**config.mk**
```make
export PLATFORM = sky130hd
export DESIGN_NAME = alu_scheduler
export DESIGN_NICKNAME = d
export VERILOG_FILES = /design/src/rtl/alu_scheduler.sv
export SDC_FILE = /design/constraint.sdc
export NUM_CORES = 1
export LEC_CHECK = 0
export ABC_CLOCK_PERIOD_IN_PS = 2600
export BUFFER_PORTS_ARGS = -buffer_cell sky130_fd_sc_hd__buf_2
export CAP_MARGIN = 20
export CORE_UTILIZATION = 45
export DETAILED_ROUTE_END_ITERATION = 8
export PLACE_DENSITY = 0.73
export SLEW_MARGIN = 20
export SYNTH_ARGS = -nofsm -noshare
export SYNTH_HDL_FRONTEND = slang
export SYNTH_SLANG_ARGS = --single-unit
```
**constraint.sdc**
```tcl
create_clock -name clk_2 -period 2.6 [get_ports clk_2]
set_clock_uncertainty 0.15 [all_clocks]
set_input_delay 0.39 -clock clk_2 [delete_from_list [all_inputs] [get_ports clk_2]]
set_output_delay 0.39 -clock clk_2 [all_outputs]
set_load 0.005 [all_outputs]
```
**src/rtl/alu_scheduler.sv**
```systemverilog
// alu_scheduler: round-robin arbiter sharing one external ALU between two requesters.
// Accepts one operation at a time, registers the ALU result and returns it tagged with the requester ID.
module alu_scheduler #(
  parameter int NBITS_OP  = 3,
  parameter int NBITS_CNT = 8
) (
  input  logic                 clk_2,
  input  logic                 reset_n,
  input  logic [1:0]           req_valid,
  output logic [1:0]           req_ready,
  input  logic [NBITS_OP-1:0]  req0_a,
  input  logic [NBITS_OP-1:0]  req0_b,
  input  logic [1:0]           req0_op,
  input  logic [NBITS_OP-1:0]  req1_a,
  input  logic [NBITS_OP-1:0]  req1_b,
  input  logic [1:0]           req1_op,
  output logic [NBITS_OP-1:0]  alu_a,
  output logic [NBITS_OP-1:0]  alu_b,
  output logic [1:0]           alu_op,
  input  logic [NBITS_OP:0]    alu_result,
  output logic                 rsp_valid,
  input  logic                 rsp_ready,
  output logic                 rsp_id,
  output logic [NBITS_OP:0]    rsp_result,
  output logic                 rsp_flag,
  output logic [NBITS_CNT-1:0] grant_cnt0,
  output logic [NBITS_CNT-1:0] grant_cnt1
);
  typedef enum logic [1:0] {IDLE, EXEC, RESP} state_t;
  state_t                state;
  logic                  last_grant;
  logic                  id;
  logic [NBITS_OP-1:0]   op_a;
  logic [NBITS_OP-1:0]   op_b;
  logic [1:0]            op_code;
  logic [1:0]            pick;
  // Under contention the requester not granted last wins.
  always_comb pick = (&req_valid) ? (last_grant ? 2'b01 : 2'b10) : req_valid;
  assign req_ready = (state == IDLE) ? pick : 2'b00;
  assign alu_a  = op_a;
  assign alu_b  = op_b;
  assign alu_op = op_code;
  always_ff @(posedge clk_2 or negedge reset_n) begin
    if (!reset_n) begin
      state      <= IDLE;
      last_grant <= 1'b1;
      id         <= 1'b0;
      op_a       <= '0;
      op_b       <= '0;
      op_code    <= 2'b00;
      rsp_valid  <= 1'b0;
      rsp_id     <= 1'b0;
      rsp_result <= '0;
      rsp_flag   <= 1'b0;
      grant_cnt0 <= '0;
      grant_cnt1 <= '0;
    end else begin
      case (state)
        IDLE: if (|req_ready) begin
          id         <= req_ready[1];
          last_grant <= req_ready[1];
          op_a       <= req_ready[1] ? req1_a : req0_a;
          op_b       <= req_ready[1] ? req1_b : req0_b;
          op_code    <= req_ready[1] ? req1_op : req0_op;
          if (req_ready[0] && !(&grant_cnt0)) grant_cnt0 <= grant_cnt0 + NBITS_CNT'(1);
          if (req_ready[1] && !(&grant_cnt1)) grant_cnt1 <= grant_cnt1 + NBITS_CNT'(1);
          state      <= EXEC;
        end
        EXEC: begin
          rsp_result <= alu_result;
          rsp_flag   <= op_code[1] & alu_result[NBITS_OP];
          rsp_id     <= id;
          rsp_valid  <= 1'b1;
          state      <= RESP;
        end
        RESP: if (rsp_ready) begin
          rsp_valid <= 1'b0;
          state     <= IDLE;
        end
        default: state <= IDLE;
      endcase
    end
  end
endmodule

```
# Word-level counts from Yosys, hierarchy flattened
# Cells that the tools add are included.
# op_classes
n_eq_ne,4
bitwise_logic,1
n_reduce_logical,15
muxes,11
addsub,2
# op_table
op,n
$add 8x1->8 const B,2
$reduce_and 8->1,2
$mux 2,6
$reduce_and 2->1,4
$mux 3,2
$pmux 2 s3,1
$reduce_and 3->1,2
$eq 2x1->1 const B,1
$eq 2x2->1 const B,1
$logic_and 1x1->1,2
$logic_not 1->1,2
$logic_not 2->1,1
$ne 2x1->1 const B,1
$ne 2x2->1 const B,1
$pmux 1 s2,1
$reduce_bool 2->1,1
$reduce_or 2->1,1
$and 1x1->1,1
$mux 1,1
# totals
out_inout_bits,33
inputBits,25
reg_bits,35
word_cells,45

# Logic depth before layout (Yosys ltp)
# Gate-level depths: netlist of the first run.
# depth
depth_word,6
depth_mapped,6
ltp_nobuf,5

# Worst setup path after synthesis of the first run
# No wires, ideal clock.
# synth_timing
path_type,reg-to-reg
startpoint,reg state[0]
endpoint,reg grant_cnt1[7]
path_stages_with_launch,5
period_less_slack_ps,1901
path_slack_ps,699
t_arrival_ps,1623
setup_ps,128
required_time_ps,2322
path_buffers,0
cell_sequence,dfrtp_1 > or3b_1 > or2_4 > nor4_4 > mux2_1
# synth_via
elab_chain_len,4
word_cells_on_any_way,5
classes_between,1 x mux; 4 x reduce/logical
# synth_rtl
element,line_no,text
"start, declared",30,state_t state;
"start signal, assigned",45,state <= IDLE;
"start signal, assigned",67,state <= EXEC;
"start signal, assigned",74,state <= RESP;
$logic_not 2->1 *,"39, 58",
$mux 2,39,assign req_ready = (state == IDLE) ? pick : 2'b00;
$reduce_or 2->1 / $logic_and 1x1->1 (equally long branches),"59, 66",
$reduce_and 3->1 (no line) *,--,
"end signal, assigned",66,if (req_ready[1] && !(&grant_cnt1)) grant_cnt1 <= grant_cnt1 + NBITS_CNT'(1);
"end, declared",27,output logic [NBITS_CNT-1:0] grant_cnt1
# Every way passes the cells marked *; elsewhere a longest branch is shown, timed or not.
# A chain may end at the register's enable or synchronous reset.

# Worst setup path in the final report of the first run
# layout_timing
startpoint,reg state[0]
endpoint,out req_ready[1]
# layout_via
elab_chain_len,2
# layout_rtl
element,line_no,text
$logic_not 2->1,39,
$mux 2,39,
"end, declared",10,"output logic [1:0] req_ready,"
# Every way passes these cells.

==> results of run 1 <==
-- synthesized netlist by cell type (2+ instances only) --
master	number	area share (%)
a211oi_1	2	0.92
a21oi_1	8	2.5
a31oi_1	9	3.5
and2_1	2	0.77
and3_1	2	0.77
clkbuf_1	2	0.46
dfrtp_1	34	52
ha_1	2	1.5
inv_1	3	0.69
inv_2	2	0.46
mux2_1	4	2.8
mux2_2	9	6.2
nand2_1	27	6.2
nand3_1	7	2.2
nand4_1	5	1.9
nor2_1	12	2.8
nor3_1	3	0.92
o21a_1	2	0.92
o21ai_0	3	0.92
xnor2_1	2	1.1
xor2_1	2	1.1
-- worst max-delay path, stage by stage (launching register included) --
cell and delay, ns:
dfrtp_1 0.42, or3b_1 0.41, or2_4 0.31, inv_2 0.20, buf_2 0.15
-- state kept, by name, summed over array words and instances, names as in the netlist --
signal and flops:
id 1, grant_cnt0 8, alu_a 3, rsp_result 4, last_grant 1, rsp_id 1, state 2, alu_op 2
rsp_flag 1, grant_cnt1 8, rsp_valid 1, alu_b 3
-- power breakdown --
part           internal, W  switching [W]  leakage (nW)  total, W
clock network     0.000159       0.000170        0.0386  0.000329
registers         0.000787       0.000204         0.421  0.000991
logic             0.000406       0.000416         0.522  0.000822
-- routing by layer --
layer  vias to the layer above  global-route usage [%]  wire, um
met5                         -                       0         0
met1                       630                    23.6      1510
li1                        674                       -         -
met3                         7                    6.25       196
met2                        47                    30.8      1440
met4                         0                    6.10        49
-- through the flow --
step                util, %  total power (W)
global placement       57.2          0.00181
CTS                    59.5          0.00217
finish                 59.5          0.00214
floorplan                 -          0.00150
global route           59.5          0.00234
detailed placement     57.2          0.00183
-- worst max-delay path by stage --
stage	from	endpoint	slack, ns	cells after the start
after global routing	state[0]$_DFFE_PN0P_	req_ready[1]	0.09	4
after detailed placement	req_valid[1]	grant_cnt1[1]$_DFFE_PN0P_	0.48	6
after global placement	req_valid[1]	grant_cnt1[1]$_DFFE_PN0P_	0.50	6
final	state[0]$_DFFE_PN0P_	req_ready[1]	0.23	4
after floorplan	state[0]$_DFFE_PN0P_	grant_cnt1[7]$_DFFE_PN0P_	0.70	4
after CTS	state[0]$_DFFE_PN0P_	req_ready[1]	0.20	4
-- kinds of logic (layout without fill, tap and decap cells) --
| group | Yosys count | count (layout) | synth area share [%] |
|---|---|---|---|
| xor+xnor | 4 | 4 | 2.15 |
| flops | 35 | 35 | 53.9 |
| mux | 13 | 13 | 8.99 |
| simple gates | 68 | 68 | 20.9 |
| fa+ha+maj | 2 | 2 | 1.54 |
| buf+inv | 10 | 71 | 3.07 |
| compound gates | 26 | 26 | 9.45 |
-- area by class of cell --
cell class | instances | area [um2] | area share, %
Clock buffer | 8 | 68.8 | 3.41
Inverter | 5 | 18.8 | 0.930
Multi-Input combinational cell | 113 | 701 | 34.7
Sequential cell | 35 | 877 | 43.5
Tap cell | 46 | 57.6 | 2.85
Timing Repair Buffer | 58 | 295 | 14.6
==> flow_metrics.py, run 1 <==
metrics = {
    "outcome": {
        "status": "complete, no violations",
    },
    "clock_tree": {
        "ctsRootBufferMaster": "clkbuf_4",
        "insertion_delay_ns": 0.33,
        "htree_levels": 2,
        "cts.repair.resized": 0,
        "clockBufferDepth": 2,
        "ctsHoldBuffers": 1,
        "cts_made_buffers": 5,
        "clock_sinks": 35,
        "cts.clk_slew.worst_paths_ns": 0.10,
        "cts_setup_buffers": 0,
        "cts_tree": "built",
    },
    "yosys": {
        "synth_edf_count": 0,
        "synthCells": 158,
        "syn-num-nets": 185,
        "syn_area_mm2": 0.00163,
        "synth_flop_cell": "dfrtp_1",
        "ys_seq_area_share_pct": 53.9,
        "synthDistinctLibCells": 37,
        "synthArstFlopShare_pct": 100,
        "avgSynthCellArea_um2": 10.3,
        "ys_ff_latch": 35,
        "yosys_warnings": 0,
    },
    "placed_design": {
        "dp_slack_ns": 0.477,
        "hpwlAfterDp_um": 2340,
        "place_congestion": 0.762,
        "numPortBuffers": 57,
        "dp.cells": 256,
        "post_dp_cell_area_mm2": 0.00194,
    },
    "die": {
        "core_area_mm2": 0.00339,
        "rows": 21,
        "die_w_um": 62.1,
        "io_pins": 58,
        "initial_core_util_pct": 48.0,
        "die_area_mm2": 0.00386,
        "die_h_um": 62.1,
    },
    "worst_setup_path": {
        "reg2reg_slack_ns": 0.53,
        "crit_type": "flop to output port",
        "regToRegEndpoint": "grant_cnt1[1]$_DFFE_PN0P_",
        "reg2reg_from": "state[0]$_DFFE_PN0P_",
        "start_kind": "flop",
        "ff2ff_path_depth": 5,
        "required_ns": 2.06,
        "critPathCaptureType": "output port",
        "crit_arrival_ns": 1.83,
        "path_max_fanout": 13,
    },
    "grt": {
        "grt_max_degree": 36,
        "groute.usage.overall_pct": 18.9,
        "grt_pass1_wl_um": 5750,
        "gr-total-overflow": 0,
        "grt_pass1_vias": 1328,
        "antenna_found_initial": 0,
    },
    "power_and_ir_drop": {
        "leakage_nw": 0.982,
        "irDropWorstVdd_uv": 487,
        "p_per_area_mw_per_mm2": 1060,
    },
    "final_layout": {
        "final_cell_count_no_fill": 265,
        "final_cell_mix": "buf_2, dfrtp_1, nand2_1",
        "drive_gt1_share_pct": 36.1,
        "antenna_cells": 0,
        "final.fill_count": 306,
        "post-route-cell-area_mm2": 0.00202,
        "syn_to_final_growth_pct": 24.0,
        "final_common_cell": "buf_2",
        "nNetsFinal": 245,
    },
    "timing": {
        "rsz0062_at_grt": "no",
        "slew_headroom_pct": 49.5,
        "setup_ws_ns": 0.227,
        "tns_ns": 0,
        "post-route-period-util_pct": 91.3,
        "whs_ns": 0.132,
        "clock.fmax_ghz": 0.421,
        "worstMarginPinSlew_ns": 0.758,
        "hold_viol": 0,
        "drv_slew": 0,
        "setup_viol": 0,
        "layout_min_cycle_time_ns": 2.37,
    },
    "detailed_routing": {
        "vias_per_cell": 5.12,
        "drc_errors": 0,
        "wl_per_cell_um": 12.0,
        "drt-pass1-iter-count": 6,
        "drt_wl_total_um": 3190,
        "ant_nets": 0,
        "vias": 1358,
        "drtIter0Drc": 45,
    },
    "min_path": {
        "min_to": "rsp_result[1]$_DFFE_PN0P_",
        "hp-start": "alu_result[1]",
        "hp-class": "input pin to flop",
        "holdPathStages": 2,
    },
    "job": {
        "maxCapViolations": 0,
    },
}
Power figures use the tool's default switching activity.
==> run 2, diff against run 1 <==
--- a/config.mk
+++ b/config.mk
@@ -5,13 +5,13 @@
 export SDC_FILE = /design/constraint.sdc
 export NUM_CORES = 1
 export LEC_CHECK = 0
+export ABC_AREA = 1
 export ABC_CLOCK_PERIOD_IN_PS = 2600
 export BUFFER_PORTS_ARGS = -buffer_cell sky130_fd_sc_hd__buf_2
-export CAP_MARGIN = 20
 export CORE_UTILIZATION = 45
 export DETAILED_ROUTE_END_ITERATION = 8
-export PLACE_DENSITY = 0.73
-export SLEW_MARGIN = 20
+export PLACE_DENSITY = 0.72
+export SLEW_MARGIN = 10
 export SYNTH_ARGS = -nofsm -noshare
 export SYNTH_HDL_FRONTEND = slang
 export SYNTH_SLANG_ARGS = --single-unit
==> run 2 against run 1 <==
Net effect: fmax increased by 20%; utilization decreased by 0.15 points; sequential power is 8.1% lower; hold slack worse by 0.11 ns; largest cell class unchanged.
==> flow_metrics.py, run 2 <==
metrics = {
    "yosys": {
        "synth_top_family_by_area": "simple AND/OR/NAND/NOR gates",
        "syn-num-nets": 266,
        "synth_mux_area_share_pct": 0,
        "synth_flop_cell": "dfrtp_1",
        "synth.most_common_cell": "nand2_1",
        "yosys_warnings": 0,
        "synth-simple-area-share_pct": 37.8,
        "synth_common_cells": "nand2_1, dfrtp_1, inv_1, nor2_1, nand3_1",
        "avgSynthCellArea_um2": 7.41,
        "ys_ff_latch": 35,
        "synthDistinctLibCells": 20,
        "synth_top_area_share_pct": 48.1,
        "synth_xor_area_share_pct": 2.97,
        "synthArstFlopShare_pct": 100,
        "yosys.area.top_type": "dfrtp_1",
        "ys_seq_area_share_pct": 49.5,
        "synth_edf_count": 0,
        "syn_area_mm2": 0.00177,
        "synthCells": 239,
        "synth-compound-area-share_pct": 3.18,
        "yosys-top-cells-area": "dfrtp_1, nand2_1, inv_1",
        "synthAdderAreaFrac_pct": 1.41,
    },
    "job": {
        "maxCapViolations": 0,
    },
    "detailed_routing": {
        "drt_wl_total_um": 3620,
        "wl_per_cell_um": 10.3,
        "ant_nets": 0,
        "drc_errors": 0,
        "vias": 1616,
        "drt-pass1-iter-count": 4,
        "drtIter0Drc": 95,
        "vias_per_cell": 4.62,
    },
    "power_and_ir_drop": {
        "p_per_area_mw_per_mm2": 1000,
        "irDropWorstVdd_uv": 660,
        "leakage_nw": 1.28,
    },
    "clock_tree": {
        "cts_tree": "built",
        "ctsRootBufferMaster": "clkbuf_8",
        "insertion_delay_ns": 0.28,
        "clock_sinks": 35,
        "ctsHoldBuffers": 0,
        "clockBufferDepth": 2,
        "cts.repair.resized": 0,
        "cts.clk_slew.worst_paths_ns": 0.07,
        "htree_levels": 2,
        "cts_setup_buffers": 0,
        "cts_made_buffers": 5,
    },
    "final_layout": {
        "final_cell_mix": "nand2_1, buf_2, dfrtp_1",
        "antenna_cells": 0,
        "final.fill_count": 363,
        "reg.largest.list": "grant_cnt0 x8, grant_cnt1 x8, rsp_result x4",
        "syn_to_final_growth_pct": 24.7,
        "drive_gt1_share_pct": 25.2,
        "nNetsFinal": 329,
        "final_cell_count_no_fill": 350,
        "regArea_um2": 877,
        "final_common_cell": "nand2_1",
        "multi_input_area_um2": 803,
    },
    "grt": {
        "grt_pass1_vias": 1497,
        "groute.usage.overall_pct": 20.2,
        "grt_max_degree": 36,
        "antenna_found_initial": 0,
        "gr-total-overflow": 0,
        "grt_pass1_wl_um": 6520,
    },
    "timing": {
        "rsz0062_at_grt": "no",
        "clock.fmax_ghz": 0.505,
        "drv_slew": 0,
        "slew_headroom_pct": 49.6,
        "tns_ns": 0,
        "layout_min_cycle_time_ns": 1.98,
        "setup_viol": 0,
        "hold_viol": 0,
        "worstMarginPinSlew_ns": 0.757,
        "post-route-period-util_pct": 76.1,
    },
    "die": {
        "initial_core_util_pct": 47.6,
        "die_area_mm2": 0.00419,
        "die_w_um": 64.7,
        "io_pins": 58,
        "die_h_um": 64.7,
        "rows": 22,
        "core_area_mm2": 0.00372,
    },
    "worst_setup_path": {
        "max_stage_delay_ns": 0.42,
        "reg2reg_from": "state[1]$_DFFE_PN0P_",
        "path_delay_family": "simple AND/OR/NAND/NOR gates",
        "path_cells": "nor2_2 > inv_2 > nor2_4 > buf_2",
        "path_max_fanout": 12,
        "critPathCaptureType": "output port",
        "crit_type": "flop to output port",
        "slowest_stage": "dfrtp_1",
        "start_kind": "flop",
        "crit_start": "state[1]$_DFFE_PN0P_",
        "required_ns": 2.06,
        "crit_arrival_ns": 1.44,
        "critical_path_buf_inv_count": 2,
    },
    "placed_design": {
        "numPortBuffers": 57,
        "dp.cells": 343,
        "place_congestion": 0.790,
        "hpwlAfterDp_um": 2610,
    },
    "outcome": {
        "status": "complete, no violations",
    },
    "min_path": {
        "hp-class": "input pin to asynchronous set/reset pin",
    },
}
-- run 2: cell types whose count changed after synthesis, sizes merged, moves of 5 or more --
cell | previous run | this run
o21ai | 4 | 9
a31oi | 9 | 0
nor2 | 12 | 17
mux2 | 13 | 0
a21oi | 8 | 0
nand2 | 27 | 137
inv | 5 | 21
-- run 2: routing by layer --
layer | global-route usage [%] | vias to the layer above | part of all wire [%]
met5 | 0 | - | 0
met4 | 5.83 | 0 | 1.3
met3 | 5.11 | 5 | 6.3
met2 | 32.2 | 50 | 45
met1 | 26.9 | 711 | 48
li1 | - | 850 | -
-- run 2: through the flow --
step	total power (W)	utilization [%]	hold WS (ns)	setup slack, ns	cell area [um2]
finish	0.00221	59.4	0.0226	0.620	2210
global route	0.00243	59.4	0.0999	0.536	2210
CTS	0.00224	59.4	0.0557	0.620	2210
detailed placement	0.00177	56.6	0.310	0.929	2100
global placement	0.00173	56.6	0.298	0.970	2100
floorplan	0.00144	-	-0.0556	1.18	1770
-- run 2: path summary, 6_finish.rpt --
| check | endpoint | slack (ns) | cells past startpoint |
|---|---|---|---|
| min reg2reg | rsp_result[2]$_DFFE_PN0P_ | 0.32 | 2 |
| max | req_ready[1] | 0.62 | 4 |
| max reg2reg | grant_cnt1[3]$_DFFE_PN0P_ | 0.96 | 7 |
| min in group clk_2 | rsp_result[2]$_DFFE_PN0P_ | 0.16 | 3 |
| max in group asynchronous | grant_cnt0[1]$_DFFE_PN0P_ | 1.79 | 1 |
| min | grant_cnt1[3]$_DFFE_PN0P_ | 0.02 | 1 |
-- run 2: power breakdown --
group | switching (W) | internal (W) | leakage (nW) | total [W]
logic | 0.000503 | 0.000333 | 0.785 | 0.000836
clock network | 0.000184 | 0.000281 | 0.0513 | 0.000465
registers | 0.000156 | 0.000755 | 0.445 | 0.000911
-- run 2: cell families (layout without fill, tap and decap cells) --
| kind of cell | after synthesis | in the layout |
|---|---|---|
| adders and majority gates | 2 | 2 |
| buffers and inverters | 22 | 85 |
| DFF | 35 | 35 |
| and+or+nand+nor | 165 | 165 |
| xor gates and xnor gates | 6 | 6 |
| AOI/OAI and AO/OA | 9 | 9 |
-- run 2: cell type report --
cell class,count,share of cell area [%]
well taps,48,2.72
clock inverters,1,1.36
multi-input cells,182,36.4
clock buffers,6,3.29
inverters,21,3.57
flip-flops and latches,35,39.7
repair buffers,57,12.9
==> run 3, diff against run 2 <==
--- a/config.mk
+++ b/config.mk
@@ -6,7 +6,7 @@
 export NUM_CORES = 1
 export LEC_CHECK = 0
 export ABC_AREA = 1
-export ABC_CLOCK_PERIOD_IN_PS = 2600
+export ABC_CLOCK_PERIOD_IN_PS = 2020
 export BUFFER_PORTS_ARGS = -buffer_cell sky130_fd_sc_hd__buf_2
 export CORE_UTILIZATION = 45
 export DETAILED_ROUTE_END_ITERATION = 8
==> constraint.sdc (replaced) <==
create_clock -name clk_2 -period 2.02 [get_ports clk_2]
set_clock_uncertainty 0.15 [all_clocks]
set_input_delay 0.303 -clock clk_2 [delete_from_list [all_inputs] [get_ports clk_2]]
set_output_delay 0.303 -clock clk_2 [all_outputs]
set_load 0.005 [all_outputs]
==> run 3 against run 2 <==
Net effect: die area stayed put; clock power is 5.2% higher; utilization is 0.24 points higher; sequential share of layout area is 0.16 points lower; final area is 0.40% higher; critical path type unchanged; critical endpoint unchanged; largest cell class unchanged; largest power group unchanged; highest routed layer unchanged.
==> flow_metrics.py, run 3 (synthesized netlist as in run 2, its figures left out) <==
metrics = {
    "power_and_ir_drop": {
        "power.switching_w": 0.00109,
        "pwr-share-clk_pct": 17.9,
        "leakage_nw": 1.29,
        "comb_power_share_pct": 39.3,
        "swShare_pct": 39.7,
        "irDropWorstVdd_uv": 635,
        "p_int_w": 0.00165,
        "power_frac_seq_pct": 42.8,
        "p_per_area_mw_per_mm2": 1230,
    },
    "die": {
        "die_area_mm2": 0.00419,
        "rows": 22,
        "die_h_um": 64.7,
        "core_area_mm2": 0.00372,
        "die_w_um": 64.7,
        "io_pins": 58,
        "initial_core_util_pct": 47.6,
    },
    "detailed_routing": {
        "drt_wl_total_um": 3630,
        "vias_per_cell": 4.54,
        "drc_errors": 0,
        "ant_nets": 0,
        "drt-pass1-iter-count": 4,
        "vias": 1603,
        "wl_per_cell_um": 10.3,
        "drtIter0Drc": 60,
    },
    "timing": {
        "setup_viol": 0,
        "hold_viol": 0,
        "post-route-period-util_pct": 92.8,
        "slew_headroom_pct": 74.3,
        "rsz0062_at_grt": "no",
        "worstMarginPinSlew_ns": 0.385,
        "tns_ns": 0,
        "whs_ns": 0.0757,
        "clock.fmax_ghz": 0.534,
        "layout_min_cycle_time_ns": 1.87,
        "drv_slew": 0,
    },
    "outcome": {
        "status": "complete, no violations",
    },
    "grt": {
        "antenna_found_initial": 0,
        "grt_pass1_vias": 1392,
        "groute.usage.overall_pct": 19.5,
        "grt_pass1_wl_um": 6070,
        "gr-total-overflow": 0,
        "grt_max_degree": 36,
    },
    "placed_design": {
        "hpwlAfterDp_um": 2630,
        "numPortBuffers": 57,
        "dp.cells": 344,
        "place_congestion": 0.766,
    },
    "worst_setup_path": {
        "reg2reg_from": "state[1]$_DFFE_PN0P_",
        "required_ns": 1.57,
        "path_max_fanout": 12,
        "ff2ff_path_depth": 7,
        "critPathCaptureType": "output port",
        "start_kind": "flop",
        "reg2reg_slack_ns": 0.41,
        "regToRegEndpoint": "grant_cnt1[3]$_DFFE_PN0P_",
        "crit_arrival_ns": 1.42,
        "crit_type": "flop to output port",
    },
    "final_layout": {
        "nNetsFinal": 331,
        "final_common_cell": "nand2_1",
        "syn_to_final_growth_pct": 25.2,
        "reg.largest.list": "grant_cnt0 x8, grant_cnt1 x8, rsp_result x4",
        "final_cell_count_no_fill": 353,
        "final_cell_mix": "nand2_1, buf_2, dfrtp_1",
        "antenna_cells": 0,
        "drive_gt1_share_pct": 25.2,
        "final_util_pct": 59.6,
    },
    "clock_tree": {
        "htree_levels": 2,
        "cts_setup_buffers": 0,
        "cts_made_buffers": 5,
        "clockBufferDepth": 2,
        "ctsRootBufferMaster": "clkbuf_8",
        "cts_tree": "built",
        "cts.clk_slew.worst_paths_ns": 0.06,
        "insertion_delay_ns": 0.29,
        "clock_sinks": 35,
    },
    "job": {
        "maxCapViolations": 0,
    },
    "min_path": {
        "holdPathStages": 3,
        "min_to": "rsp_result[1]$_DFFE_PN0P_",
        "hp-start": "alu_result[1]",
        "hp-class": "input pin to flop",
    },
}
run 3: changes by cell type in the layout (fill, tap and decap cells not counted), sizes merged:
cell,previous run,this run
clkinv,0,1
dlygate4sd3,0,1
clkbuf,6,7
bufinv,1,0
buf,57,58
run 3: critical path, stage by stage, from the launching register on:
cell	delay, ns
dfrtp_1	0.42
nor2_2	0.18
inv_2	0.09
nor2_4	0.28
buf_2	0.18
run 3: worst max-delay path by stage:
stage	from	endpoint	slack, ns	cells after the start
3_3_place_gp	state[1]$_DFFE_PN0P_	grant_cnt1[5]$_DFFE_PN0P_	0.47	7
2_1_floorplan	grant_cnt1[0]$_DFFE_PN0P_	grant_cnt1[4]$_DFFE_PN0P_	0.62	8
6_report	state[1]$_DFFE_PN0P_	req_ready[1]	0.15	4
4_1_cts	state[1]$_DFFE_PN0P_	req_ready[1]	0.12	4
5_1_grt	state[1]$_DFFE_PN0P_	req_ready[1]	0.02	4
3_5_place_dp	state[1]$_DFFE_PN0P_	grant_cnt1[1]$_DFFE_PN0P_	0.40	7
run 3: routing by layer:
layer  up-vias  routed length (um)  GRT usage, %
met5         -                   0             0
met4         0                  51          6.67
met3         5                 220          6.87
met2        45                1640          30.7
met1       696                1710          24.8
li1        857                   -             -
run 3: what timing repair did:
action,in CTS,in global routing
hold buffers,1,0
hold endpoints to repair,34,0
gates resized for setup,0,0
run 3: stage by stage:
stage | power (W) | setup slack (ns) | instance area, um2
floorplan | 0.00185 | 0.620 | 1770
global placement | 0.00224 | 0.465 | 2120
detailed placement | 0.00227 | 0.401 | 2120
CTS | 0.00277 | 0.123 | 2220
global route | 0.00299 | 0.0228 | 2220
finish | 0.00273 | 0.146 | 2220
run 3: power groups by stage:
stage | Combinational [W] | Clock, W | Sequential, W
floorplan | 0.000671 | 0 | 0.00118
global placement | 0.00107 | 0 | 0.00117
detailed placement | 0.00110 | 0 | 0.00118
CTS | 0.00110 | 0.000503 | 0.00117
global route | 0.00125 | 0.000535 | 0.00121
finish | 0.00107 | 0.000489 | 0.00117
run 3: final cells by class:
type	count	area [um2]
Tap cell	48	60.1
Inverter	21	78.8
Timing Repair Buffer	59	315
Sequential cell	35	877
Fill cell	379	1500
Multi-Input combinational cell	182	803
Clock buffer	7	76.3
Clock inverter	1	5.00
